## src/rtl/vs_sci_sequencer.sv

```systemverilog
// SCI command sequencer: frames one 16-bit register read/write as a 4-byte
// SPI transfer with chip-select setup/hold, DREQ gating and a response pulse.
module vs_sci_sequencer #(
  parameter int unsigned CS_SETUP     = 4,
  parameter int unsigned CS_HOLD      = 4,
  parameter logic [15:0] DREQ_TIMEOUT = 16'd50000
) (
  input  logic        clk,
  input  logic        rst,
  input  logic        cmd_valid,
  output logic        cmd_ready,
  input  logic        cmd_write,
  input  logic [3:0]  cmd_addr,
  input  logic [15:0] cmd_wdata,
  output logic        rsp_valid,
  output logic        rsp_err,
  output logic [15:0] rsp_rdata,
  output logic        busy,
  input  logic        dreq,
  output logic        xcs,
  output logic        spi_wr_en,
  output logic [7:0]  spi_data_in,
  input  logic        spi_rx_done,
  input  logic [7:0]  spi_data_out
);

  localparam logic [15:0] SETUP_T = 16'(CS_SETUP);
  localparam logic [15:0] HOLD_T  = 16'(CS_HOLD);

  typedef enum logic [2:0] {
    ST_IDLE, ST_WAIT_DREQ, ST_SETUP, ST_LAUNCH, ST_WAIT_BYTE, ST_HOLD, ST_DONE
  } state_t;

  state_t      state_q, state_d;
  logic [15:0] cnt_q, cnt_d, cnt_inc;
  logic [1:0]  idx_q, idx_d;
  logic        write_q, write_d;
  logic [3:0]  addr_q, addr_d;
  logic [15:0] wdata_q, wdata_d;
  logic        err_q, err_d;
  logic        xcs_q, xcs_d;
  logic [7:0]  spi_data_q, spi_data_d;
  logic [15:0] rx_q, rx_d;
  logic [15:0] rdata_q, rdata_d;

  // Frame layout: opcode, zero-extended address, data high, data low.
  function automatic logic [7:0] frame_byte(input logic [1:0] idx, input logic wr,
                                            input logic [3:0] addr, input logic [15:0] wdata);
    logic [7:0] b;
    case (idx)
      2'd0:    b = wr ? 8'h02 : 8'h03;
      2'd1:    b = {4'h0, addr};
      2'd2:    b = wdata[15:8];
      default: b = wdata[7:0];
    endcase
    return b;
  endfunction

  always_comb begin
    state_d    = state_q;
    cnt_d      = cnt_q;
    idx_d      = idx_q;
    write_d    = write_q;
    addr_d     = addr_q;
    wdata_d    = wdata_q;
    err_d      = err_q;
    xcs_d      = xcs_q;
    spi_data_d = spi_data_q;
    rx_d       = rx_q;
    rdata_d    = rdata_q;
    cnt_inc    = (cnt_q == 16'hFFFF) ? cnt_q : cnt_q + 16'd1;

    case (state_q)
      ST_IDLE: begin
        xcs_d = 1'b1;
        if (cmd_valid) begin
          write_d = cmd_write;
          addr_d  = cmd_addr;
          wdata_d = cmd_write ? cmd_wdata : 16'h0000;
          idx_d   = 2'd0;
          cnt_d   = 16'd0;
          err_d   = 1'b0;
          state_d = ST_WAIT_DREQ;
        end
      end
      ST_WAIT_DREQ: begin
        if (dreq) begin
          xcs_d   = 1'b0;
          cnt_d   = 16'd0;
          state_d = ST_SETUP;
        end else begin
          cnt_d = cnt_inc;
          if (cnt_inc == DREQ_TIMEOUT) begin
            err_d   = 1'b1;
            state_d = ST_DONE;
          end
        end
      end
      ST_SETUP: begin
        cnt_d = cnt_inc;
        if (cnt_inc >= SETUP_T) state_d = ST_LAUNCH;
      end
      ST_LAUNCH: state_d = ST_WAIT_BYTE;
      ST_WAIT_BYTE: begin
        if (spi_rx_done) begin
          if (!write_q && idx_q == 2'd2) rx_d[15:8] = spi_data_out;
          if (!write_q && idx_q == 2'd3) rx_d[7:0]  = spi_data_out;
          if (idx_q == 2'd3) begin
            cnt_d   = 16'd0;
            state_d = ST_HOLD;
          end else begin
            idx_d   = idx_q + 2'd1;
            state_d = ST_LAUNCH;
          end
        end
      end
      ST_HOLD: begin
        cnt_d = cnt_inc;
        if (cnt_inc >= HOLD_T) begin
          xcs_d   = 1'b1;
          state_d = ST_DONE;
        end
      end
      ST_DONE: state_d = ST_IDLE;
      default: state_d = ST_IDLE;
    endcase

    // The launch byte is registered so it stays put until the byte completes.
    if (state_d == ST_LAUNCH) spi_data_d = frame_byte(idx_d, write_q, addr_q, wdata_q);
    if (state_d == ST_DONE && !err_d && !write_q) rdata_d = rx_d;
  end

  always_ff @(posedge clk or posedge rst) begin
    if (rst) begin
      state_q    <= ST_IDLE;
      cnt_q      <= 16'd0;
      idx_q      <= 2'd0;
      write_q    <= 1'b0;
      addr_q     <= 4'h0;
      wdata_q    <= 16'h0000;
      err_q      <= 1'b0;
      xcs_q      <= 1'b1;
      spi_data_q <= 8'h00;
      rx_q       <= 16'h0000;
      rdata_q    <= 16'h0000;
    end else begin
      state_q    <= state_d;
      cnt_q      <= cnt_d;
      idx_q      <= idx_d;
      write_q    <= write_d;
      addr_q     <= addr_d;
      wdata_q    <= wdata_d;
      err_q      <= err_d;
      xcs_q      <= xcs_d;
      spi_data_q <= spi_data_d;
      rx_q       <= rx_d;
      rdata_q    <= rdata_d;
    end
  end

  assign cmd_ready   = (state_q == ST_IDLE);
  assign busy        = ~cmd_ready;
  assign rsp_valid   = (state_q == ST_DONE);
  assign rsp_err     = (state_q == ST_DONE) & err_q;
  assign rsp_rdata   = rdata_q;
  assign xcs         = xcs_q;
  assign spi_wr_en   = (state_q == ST_LAUNCH);
  assign spi_data_in = spi_data_q;

endmodule

```

## config.mk

```make
export PLATFORM = sky130hd
export DESIGN_NAME = vs_sci_sequencer
export DESIGN_NICKNAME = d
export VERILOG_FILES = /design/src/rtl/vs_sci_sequencer.sv
export SDC_FILE = /design/constraint.sdc
export NUM_CORES = 1
export LEC_CHECK = 0
export BUFFER_PORTS_ARGS = -buffer_cell sky130_fd_sc_hd__buf_2
export CORE_MARGIN = 3
export CORE_UTILIZATION = 53
export CTS_BUF_LIST = sky130_fd_sc_hd__clkbuf_8
export DETAILED_ROUTE_END_ITERATION = 10
export GPL_TIMING_DRIVEN = 0
export PLACE_DENSITY = 0.84
export SYNTH_ARGS = -nofsm -noshare
export SYNTH_HDL_FRONTEND = slang
export SYNTH_SLANG_ARGS = --single-unit
```

## constraint.sdc

```tcl
create_clock -name clk -period 2.9 [get_ports clk]
set_input_delay 0.58 -clock clk [delete_from_list [all_inputs] [get_ports clk]]
set_output_delay 0.58 -clock clk [all_outputs]
set_load 0.005 [all_outputs]
```

### Word-level counts from Yosys, hierarchy flattened

Index checks and enable logic that the tools add are counted.

* equal/unequal tests: 19
* bitwise logic cells: 2
* reduce and logical (&&, ||, !) cells: 14
* multiplexer cells: 32
* add/sub/neg operators: 2
* $lt $le $gt $ge: 1

Operators with widths (number)
* 2-to-1 mux 16 bit: 8
* one-hot mux 16 bit (4 select lines): 1
* equality test 16 bit (second input constant): 2
* one-hot mux 8 bit (3 select lines): 1
* 2-to-1 mux 3 bit: 7
* one-hot mux 3 bit (6 select lines): 1
* adder 16 x 1 -> 16 bit (second input constant): 1
* >= comparator 16 x 3 -> 1 bit (second input constant): 1
* 2-to-1 mux 8 bit: 2
* equality test 3 bit (second input constant): 4
* != test 2 bit (second input constant): 5
* equality test 3 x 2 -> 1 bit (second input constant): 3
* equality test 2 bit (second input constant): 3
* 2-to-1 mux 1 bit: 6
* 2-to-1 mux 2 bit: 3
* logical AND 1 bit: 4
* one-hot mux 2 bit (2 select lines): 1
* AND reduction 4 bit: 1
* nonzero test 4 bit: 1
* equality test 3 x 1 -> 1 bit (second input constant): 1
* logical NOT 3 bit: 1
* one-hot mux 1 bit (3 select lines): 1
* AND reduction 3 bit: 1
* nonzero test 3 bit: 1
* 9 further kinds: 10

* logic and storage cells: 81
* bits in registers: 84

### Longest topological paths before layout

Gate-level depths: netlist of run 1.

* depth in word-level cells: 9
* mapped depth: 12
* mapped depth without buffers: 10

### Least setup slack after synthesis of run 1

OpenSTA, ideal clock, no wires.

* path kind: register -> register
* start point: register cnt_q[1]
* end point: register rdata_q[0], in the netlist rsp_rdata[0]
* data arrival time: 3.034 ns
* library setup time: 0.125 ns
* stages on the path, launching flop included: 12
* data required time: 2.775 ns
* slack: -0.259 ns
* path through: dfrtp_1 > ha_1 > nand3_1 > or4_4 > mux2i_2 > nand3_2 > nor4_4 > nor3b_1 > a211oi_2 > nand3_4 > buf_6 > mux2_4

* longest elaborated chain between the ends: 9
* elaborated cells between the ends (all ways): 17
* those cells by class: 1 x add/sub; 1 x order compare; 3 x eq/ne; 9 x mux; 3 x reduce/logical

Ends and longest elaborated chain
* start: declaration: line 35 `logic [15:0] cnt_q, cnt_d, cnt_inc;`
* start signal: assignment: line 148 `cnt_q <= cnt_d;`
* adder 16 x 1 -> 16 bit or equality test 16 bit (tied branches): line 71 `cnt_inc = (cnt_q == 16'hFFFF) ? cnt_q : cnt_q + 16'd1;`
* 2-to-1 mux 16 bit *: line 71
* parallel branches: the longest is 5 deep, another holds >= comparator 16 x 3 -> 1 bit
* logical AND 1 bit * (2 in a row): line 130 `if (state_d == ST_DONE && !err_d && !write_q) rdata_d = rx_d;`
* end signal: assignment: line 157 `rdata_q <= rdata_d;`
* end: declaration: line 44 `logic [15:0] rdata_q, rdata_d;`

Every way passes the cells marked *.
A chain may end at the register's enable or synchronous reset.

### Worst setup path in the final report of run 1

* start point: register cnt_q[1]
* end point: register rdata_q[15], in the netlist rsp_rdata[15]

The elaborated chain is that of the path after synthesis.

==> metrics.log, run 1 <==
[metrics] fraction of final layout cells with drive strength greater than 1: 0.351
[metrics] count of buffers inserted at the top-level ports: 61
[metrics] fraction of the mapped netlist area in compound gates: 0.125
[metrics] most frequent CP cell: sky130_fd_sc_hd__nand3_4
[metrics] num rows: 32
[metrics] stage delay of the slowest cell on the critical path: between 0.5 and 0.6 ns
[metrics] Total Routed Length: ~9900 µm
[metrics] CP Cell Sequence: ha_4 > nand3_4 > or4_4 > mux2i_4 > nand3_2 > nor4_4 > buf_4 > nor3b_4 > a211oi_4 > nand3_4 > buf_12 > mux2_4
[metrics] fin crit share: 1.10
[metrics] number of top-level design ports: 64
[metrics] largest fanout on the critical path: 10
[metrics] Die Wd: about 96 µm
[metrics] number of nets with antenna violations after detailed routing: 0
[metrics] placed insts: ~580
[metrics] flip-flop and latch count after synthesis: 84
[metrics] area share of the leading cell type in the synthesized netlist: 0.487
[metrics] clock buffer depth: 2
[metrics] share of synthesized area occupied by flip-flops and latches: 0.493
[metrics] Filler Cell Count: ~570
[metrics] number of antenna violations at the first check in global routing: 0
[metrics] worst path buffer plus inverter count: 2
[metrics] post-synthesis share of cell area spent on full adders, half adders and majority gates: 0.00294
[metrics] Synth Area per Inst: about 10 µm²
[metrics] 1st-iter DRT viols: roughly 250
[metrics] Area Overhead vs Synth: 21.6%
[metrics] Sink Count: 84
[metrics] Hold WC Path Type: in2async
[metrics] Via-to-Cell Ratio: between 5 and 6
[metrics] number of warnings reported in the yosys synthesis log: 0
[metrics] skew final: between 0.02 and 0.025 ns
[metrics] non-filler instance count after layout: 606
[metrics] max-capacitance violation count: 0
[metrics] final number of hold-violating endpoints: 0
[metrics] Slew headroom: 0.356
[metrics] fraction of synthesized area in multiplexers: 0.152
[metrics] largest family of logic cells by synthesized area: simple AND/OR/NAND/NOR gates
[metrics] number of CTS-inserted buffers: 9
[metrics] global router's overall resource usage: 0.228
[metrics] Period minus WS final: around 3.2 ns
[metrics] slowest library cell on the worst path: sky130_fd_sc_hd__or4_4
[metrics] result of the run: finished, violations left
[metrics] xor and xnor fraction of the mapped netlist area: 0.0185
[metrics] via count of the first global-routing pass: around 3400
[metrics] final net count: roughly 530
[metrics] total die area: slightly above 9000 µm²
[metrics] post-synthesis instance total: 412
[metrics] Congestion Overflow GR: 0
[metrics] antenna cells: 0
[metrics] worst hold margin: around 0.24 ns
[metrics] most frequent cells in the layout: sky130_fd_sc_hd__dfrtp_1, sky130_fd_sc_hd__buf_2, sky130_fd_sc_hd__nand2_1, sky130_fd_sc_hd__o21ai_0, sky130_fd_sc_hd__mux2_2
[metrics] worst path setup slack after routing: -0.302 ns
[metrics] Post-Synthesis Cell Area: 4260 µm²
[metrics] fraction of registers with async set or reset after synthesis: 1.00
[metrics] slew of the pin with the lowest slew margin: a little under 1 ns
[metrics] violations in the final reports: negative setup slack
[metrics] clock latency on the worst-skew pair: between 0.3 and 0.4 ns
[metrics] routability-driven placement congestion ratio: approximately 0.85
[metrics] Top Family by Delay on Critical Path: simple AND/OR/NAND/NOR gates
[metrics] Worst-path clk slew: around 0.090 ns
[metrics] dominant cell type by area after synthesis: sky130_fd_sc_hd__dfrtp_1
[metrics] Post-synth top flop: sky130_fd_sc_hd__dfrtp_1
[metrics] simple-gate share of the synthesized area: 0.171
[metrics] maximum VDD drop: between 500 and 600 µV
[metrics] CP Launch Type: flop
[metrics] number of nets in the synthesized netlist: ~450
[metrics] Leakage: 0.00250 µW
[metrics] signal arrival time at the worst endpoint: 3.45 ns
[metrics] maximum level of the CTS H-tree: 3
[metrics] RSZ-0062 raised after global routing: yes
[metrics] TritonCTS clock tree: yes
[metrics] post-route DRC violation count: 0
[metrics] number of enable flip-flop cells after synthesis: 0
[metrics] CP endpoint kind: flop
[metrics] number of detailed-route iterations in the first pass: 6
[metrics] final count of negative-setup-slack endpoints: 24
[metrics] post-DR wirelength/cell: 16.3 µm
[metrics] vertical extent of the die: 95.7 µm
[metrics] power density cells: between 600 and 700 nW/µm²
[metrics] peak clock frequency supported by timing: between 0.3 and 0.4 GHz
[metrics] Core Box Area: roughly 7800 µm²
[metrics] Req. time, crit path: ~3.2 ns
[metrics] main area contributors after synthesis: sky130_fd_sc_hd__dfrtp_1, sky130_fd_sc_hd__mux2_2, sky130_fd_sc_hd__nand2_1, sky130_fd_sc_hd__o21ai_0, sky130_fd_sc_hd__mux2_4
[metrics] Starting Density: 0.549
[metrics] number of vias in the routed layout: 3525
[metrics] Slew Limit Fails: 0
[metrics] first-pass GRT wire length: between 15000 and 20000 µm
[metrics] DP Wirelength: roughly 6500 µm
[metrics] classification of the worst setup path: reg2reg
[metrics] pin count of the biggest net entering global routing: 49
[metrics] root cell of the clock tree: sky130_fd_sc_hd__clkbuf_8
[metrics] distinct cell type count after synthesis: just over 60
[metrics] most frequent standard cell in the layout excluding fill and tap cells: sky130_fd_sc_hd__dfrtp_1
synthesized netlist by cell type (2+ instances only):
library cell,instances
sky130_fd_sc_hd__a211oi_1,3
sky130_fd_sc_hd__xor2_1,2
sky130_fd_sc_hd__and4_1,2
sky130_fd_sc_hd__buf_2,3
sky130_fd_sc_hd__buf_4,2
sky130_fd_sc_hd__nor4_1,4
sky130_fd_sc_hd__o22a_1,2
sky130_fd_sc_hd__o21ai_0,38
sky130_fd_sc_hd__and2_1,2
sky130_fd_sc_hd__nand2b_1,3
sky130_fd_sc_hd__a31oi_1,8
sky130_fd_sc_hd__mux2i_1,8
sky130_fd_sc_hd__inv_1,11
sky130_fd_sc_hd__mux2_4,10
sky130_fd_sc_hd__nor3_1,9
sky130_fd_sc_hd__mux2_2,36
sky130_fd_sc_hd__nor3b_1,3
sky130_fd_sc_hd__o22ai_1,2
sky130_fd_sc_hd__nand3_2,3
sky130_fd_sc_hd__nand4_1,7
sky130_fd_sc_hd__or3_1,2
sky130_fd_sc_hd__dfrtp_1,83
sky130_fd_sc_hd__and3_1,3
sky130_fd_sc_hd__nor2_1,26
sky130_fd_sc_hd__a21oi_1,10
sky130_fd_sc_hd__clkbuf_1,18
sky130_fd_sc_hd__nand3_1,11
sky130_fd_sc_hd__xnor2_1,7
sky130_fd_sc_hd__a21o_1,4
sky130_fd_sc_hd__nand2_1,59
repair_timing:
action | in CTS | in global routing
endpoints found under the setup margin | 24 | 25
resized for setup | 12 | 9
buffers inserted | 14 | 6
pin swaps | 7 | 5
hold buffers | 0 | 0
state kept, by name, indices dropped and copies added, names as in the netlist:
name	flops
wdata_q	16
write_q	1
rsp_rdata	16
rx_q	16
idx_q	2
addr_q	4
state_q	3
cnt_q	16
spi_data_in	8
xcs	1
err_q	1
logic make-up after synthesis:
kind of cell	after synthesis
mux	55
simple gates	143
xor+xnor	9
fa+ha+maj	1
compound gates	84
flops	84
buf+inv	36
power by group:
| part | internal [µW] | total [µW] | switching (µW) |
|---|---|---|---|
| registers | 1360 | 1480 | 113 |
| logic | 528 | 1270 | 737 |
| clock network | 341 | 829 | 488 |
metal layers:
layer / routed length (µm) / vias up / track usage / part of all wire
met1: 4120 / 1702 / 0.302 / 0.42
met5: 0 / - / 0 / 0
met2: 4900 / 150 / 0.355 / 0.50
met4: 230 / 0 / 0.101 / 0.023
li1: - / 1645 / - / -
met3: 628 / 28 / 0.0537 / 0.064
path summary, 6_finish.rpt:
check	start	end	slack [ns]	depth (start not counted)
worst max-delay path	cnt_q[1]	rsp_rdata[15]	-0.30	12
worst min-delay path	rst	wdata_q[0]	0.24	2
worst max register to register	cnt_q[1]	rsp_rdata[15]	-0.30	12
worst min register to register	wdata_q[2]	wdata_q[2]	0.49	2
max in group asynchronous	rst	xcs	2.01	3
min in group clk	cmd_addr[3]	addr_q[3]	0.45	2
metrics by stage:
step,utilization,worst slack (ns),power [µW],TNS [ns],cell area [µm²]
3_3_place_gp,0.612,-1.02,2550,-71.02,4750
6_report,0.667,-0.302,3570,-6.85,5180
2_1_floorplan,-,-0.0960,2270,-0.993,4320
4_1_cts,0.664,-0.225,3600,-5.16,5160
3_5_place_dp,0.616,-0.518,2600,-9.92,4780
5_1_grt,0.667,-0.379,3780,-8.62,5180
final cells by class:
type / count / area [µm²] / share of cell area
Inverter: 11 / 43.8 / 0.00845
Sequential cell: 84 / 2110 / 0.407
Multi-Input combinational cell: 292 / 2110 / 0.408
Tap cell: 102 / 128 / 0.0246
Clock buffer: 9 / 124 / 0.0239
Buffer: 23 / 126 / 0.0244
Clock inverter: 7 / 76.3 / 0.0147
Timing Repair Buffer: 78 / 463 / 0.0893
Power figures use the tool's default switching activity.
==> run 2: changes to the inputs <==
--- a/config.mk
+++ b/config.mk
@@ -5,7 +5,7 @@
 export SDC_FILE = /design/constraint.sdc
 export NUM_CORES = 1
 export LEC_CHECK = 0
-export BUFFER_PORTS_ARGS = -buffer_cell sky130_fd_sc_hd__buf_2
+export BUFFER_PORTS_ARGS = -buffer_cell sky130_fd_sc_hd__buf_4
 export CORE_MARGIN = 3
 export CORE_UTILIZATION = 53
 export CTS_BUF_LIST = sky130_fd_sc_hd__clkbuf_8
==> metrics.log, run 2 (synthesis results as in run 1) <==
[metrics] stage delay of the slowest cell on the critical path: 0.55 ns (about the same)
[metrics] total die area: 9160 µm² (unchanged)
[metrics] CP endpoint kind: flop
[metrics] skew final: 0.0187 ns (-0.00323 ns)
[metrics] Slew Limit Fails: 0 (unchanged)
[metrics] final count of negative-setup-slack endpoints: 24 (unchanged)
[metrics] fraction of final layout cells with drive strength greater than 1: 0.349 (-0.00198)
[metrics] pin count of the biggest net entering global routing: 48 (-2.0%)
[metrics] Die Wd: 95.7 µm (unchanged)
[metrics] final net count: 534 (unchanged)
[metrics] signal arrival time at the worst endpoint: 3.44 ns (about the same)
[metrics] root cell of the clock tree: sky130_fd_sc_hd__clkbuf_8
[metrics] first-pass GRT wire length: 17300 µm (+6.7%)
[metrics] fin crit share: 1.10 (-0.00364)
[metrics] area of the multi-input gates: 2150 µm² (+1.9%)
[metrics] Finished Cell Area: 5400 µm² (+4.2%)
[metrics] number of detailed-route iterations in the first pass: 5 (-1)
[metrics] peak clock frequency supported by timing: 0.313 GHz (+0.33%)
[metrics] worst hold margin: 0.236 ns (-0.00280 ns)
[metrics] most frequent cells in the layout: sky130_fd_sc_hd__dfrtp_1, sky130_fd_sc_hd__buf_4, sky130_fd_sc_hd__nand2_1, sky130_fd_sc_hd__o21ai_0, sky130_fd_sc_hd__mux2_2
[metrics] count of buffers inserted at the top-level ports: 61 (unchanged)
[metrics] Area Overhead vs Synth: 26.8%
[metrics] power density cells: 671 nW/µm² (-2.5%)
[metrics] num rows: 32 (unchanged)
[metrics] max-capacitance violation count: 0 (unchanged)
[metrics] RSZ-0062 raised after global routing: yes
[metrics] number of top-level design ports: 64 (unchanged)
[metrics] slew of the pin with the lowest slew margin: 1.03 ns (+0.0671 ns)
[metrics] classification of the worst setup path: reg2reg
[metrics] worst path setup slack after routing: -0.292 ns (+0.0106 ns)
[metrics] start of the worst register-to-register path: cnt_q[5]
[metrics] CP Cell Sequence: nand4_4 > or4_4 > mux2i_4 > nand3_2 > nor4_4 > buf_4 > nor3b_4 > buf_4 > a21o_1 > o21ai_4 > mux2_4
[metrics] worst path buffer plus inverter count: 2 (unchanged)
[metrics] final number of hold-violating endpoints: 0 (unchanged)
[metrics] via count of the first global-routing pass: 3514 (+3.7%)
[metrics] largest fanout on the critical path: 8 (-2)
[metrics] DP Wirelength: 7120 µm (+10%)
[metrics] Slew headroom: 0.311 (-0.0448)
[metrics] Hold WC Path Type: in2async
[metrics] worst-case reg-to-reg path depth: 11 (-1)
[metrics] slowest library cell on the worst path: sky130_fd_sc_hd__or4_4
[metrics] Worst R2R Setup Slack: -0.29 ns (about the same)
[metrics] Core Box Area: 7770 µm² (unchanged)
[metrics] Total Routed Length: 10700 µm (+8.1%)
[metrics] maximum VDD drop: 444 µV (-25%)
[metrics] Filler Cell Count: 548 (-3.0%)
[metrics] routability-driven placement congestion ratio: 0.886 (+3.7%)
[metrics] 1st-iter DRT viols: 200 (-19%)
[metrics] number of CTS-inserted buffers: 9 (unchanged)
[metrics] post-DR wirelength/cell: 17.6 µm (+8.1%)
[metrics] violations in the final reports: negative setup slack
[metrics] number of nets with antenna violations after detailed routing: 0 (unchanged)
[metrics] global router's overall resource usage: 0.243 (+0.0153)
[metrics] TritonCTS clock tree: yes
[metrics] maximum level of the CTS H-tree: 3 (unchanged)
[metrics] CP Launch Type: flop
[metrics] Via-to-Cell Ratio: 5.96 (+2.5%)
[metrics] result of the run: finished, violations left
[metrics] Worst-path clk slew: 0.10 ns (about the same)
[metrics] Req. time, crit path: 3.15 ns (about the same)
[metrics] number of vias in the routed layout: 3613 (+2.5%)
[metrics] cell area after placement: 4930 µm² (+3.2%)
[metrics] quantity of hold-fixing buffers added after cts: 0 (unchanged)
[metrics] Final TNS setup: -6.02 ns (+0.832 ns)
[metrics] Leakage: 0.00258 µW (+3.0%)
[metrics] placement-stage worst setup slack: -0.475 ns (+0.0431 ns)
[metrics] number of antenna violations at the first check in global routing: 0 (unchanged)
[metrics] Congestion Overflow GR: 0 (unchanged)
[metrics] Sink Count: 84 (unchanged)
[metrics] area taken by flip-flops and latches: 2110 µm² (about the same)
[metrics] most frequent CP cell: sky130_fd_sc_hd__buf_4
[metrics] worst r2r dst: spi_data_in[2]
[metrics] most frequent standard cell in the layout excluding fill and tap cells: sky130_fd_sc_hd__dfrtp_1
[metrics] antenna cells: 0 (unchanged)
[metrics] clock latency on the worst-skew pair: 0.37 ns (about the same)
[metrics] Period minus WS final: 3.19 ns (-0.0106 ns)
[metrics] Top Family by Delay on Critical Path: simple AND/OR/NAND/NOR gates
[metrics] vertical extent of the die: 95.7 µm (unchanged)
[metrics] clock buffer depth: 2 (unchanged)
[metrics] post-route DRC violation count: 0 (unchanged)
[metrics] Starting Density: 0.549 (unchanged)
## run 2: final cells by class
class                   count  area share
plain buffers              23      0.0245
clock buffers               9      0.0229
clock inverters             7      0.0141
inverters                  11     0.00810
multi-input cells         292       0.398
flip-flops and latches     84       0.390
well taps                 102      0.0236
repair buffers             78       0.118
## run 2: how the worst max path moves through the flow
stage                  start             end  slack [ns]  depth (start not counted)
floorplan           cnt_q[1]    rsp_rdata[0]        -0.1                         11
global placement         rst        cnt_q[1]       -0.99                          2
detailed placement  cnt_q[9]    rsp_rdata[5]       -0.47                         10
CTS                 cnt_q[0]  spi_data_in[2]       -0.25                         12
global route        cnt_q[0]  spi_data_in[2]       -0.43                         12
finish              cnt_q[5]  spi_data_in[2]       -0.29                         11
## run 2: stage by stage
stage / std cells / total power (µW) / utilization
finish: 606 / 3630 / 0.696
global route: 606 / 3830 / 0.696
CTS: 602 / 3590 / 0.682
detailed placement: 576 / 2650 / 0.635
global placement: 575 / 2590 / 0.631
floorplan: 412 / 2270 / -
## run 2: layer usage
layer	vias up	wire length, µm	GRT usage
met5	-	0	0
met4	0	321	0.0818
met3	31	670	0.0474
met2	162	5370	0.400
met1	1765	4310	0.322
li1	1655	-	-
## run 2: power breakdown
part	switching, µW	internal, µW
clock	513	343
combinational	738	549
sequential	122	1360
total	1370	2250
## run 2: timing repair
action	in CTS	in global routing
pin swaps	4	5
hold endpoints to repair	0	0
buffers inserted	11	4
cloned	0	1
resized for setup	19	12
setup endpoints to repair	24	33
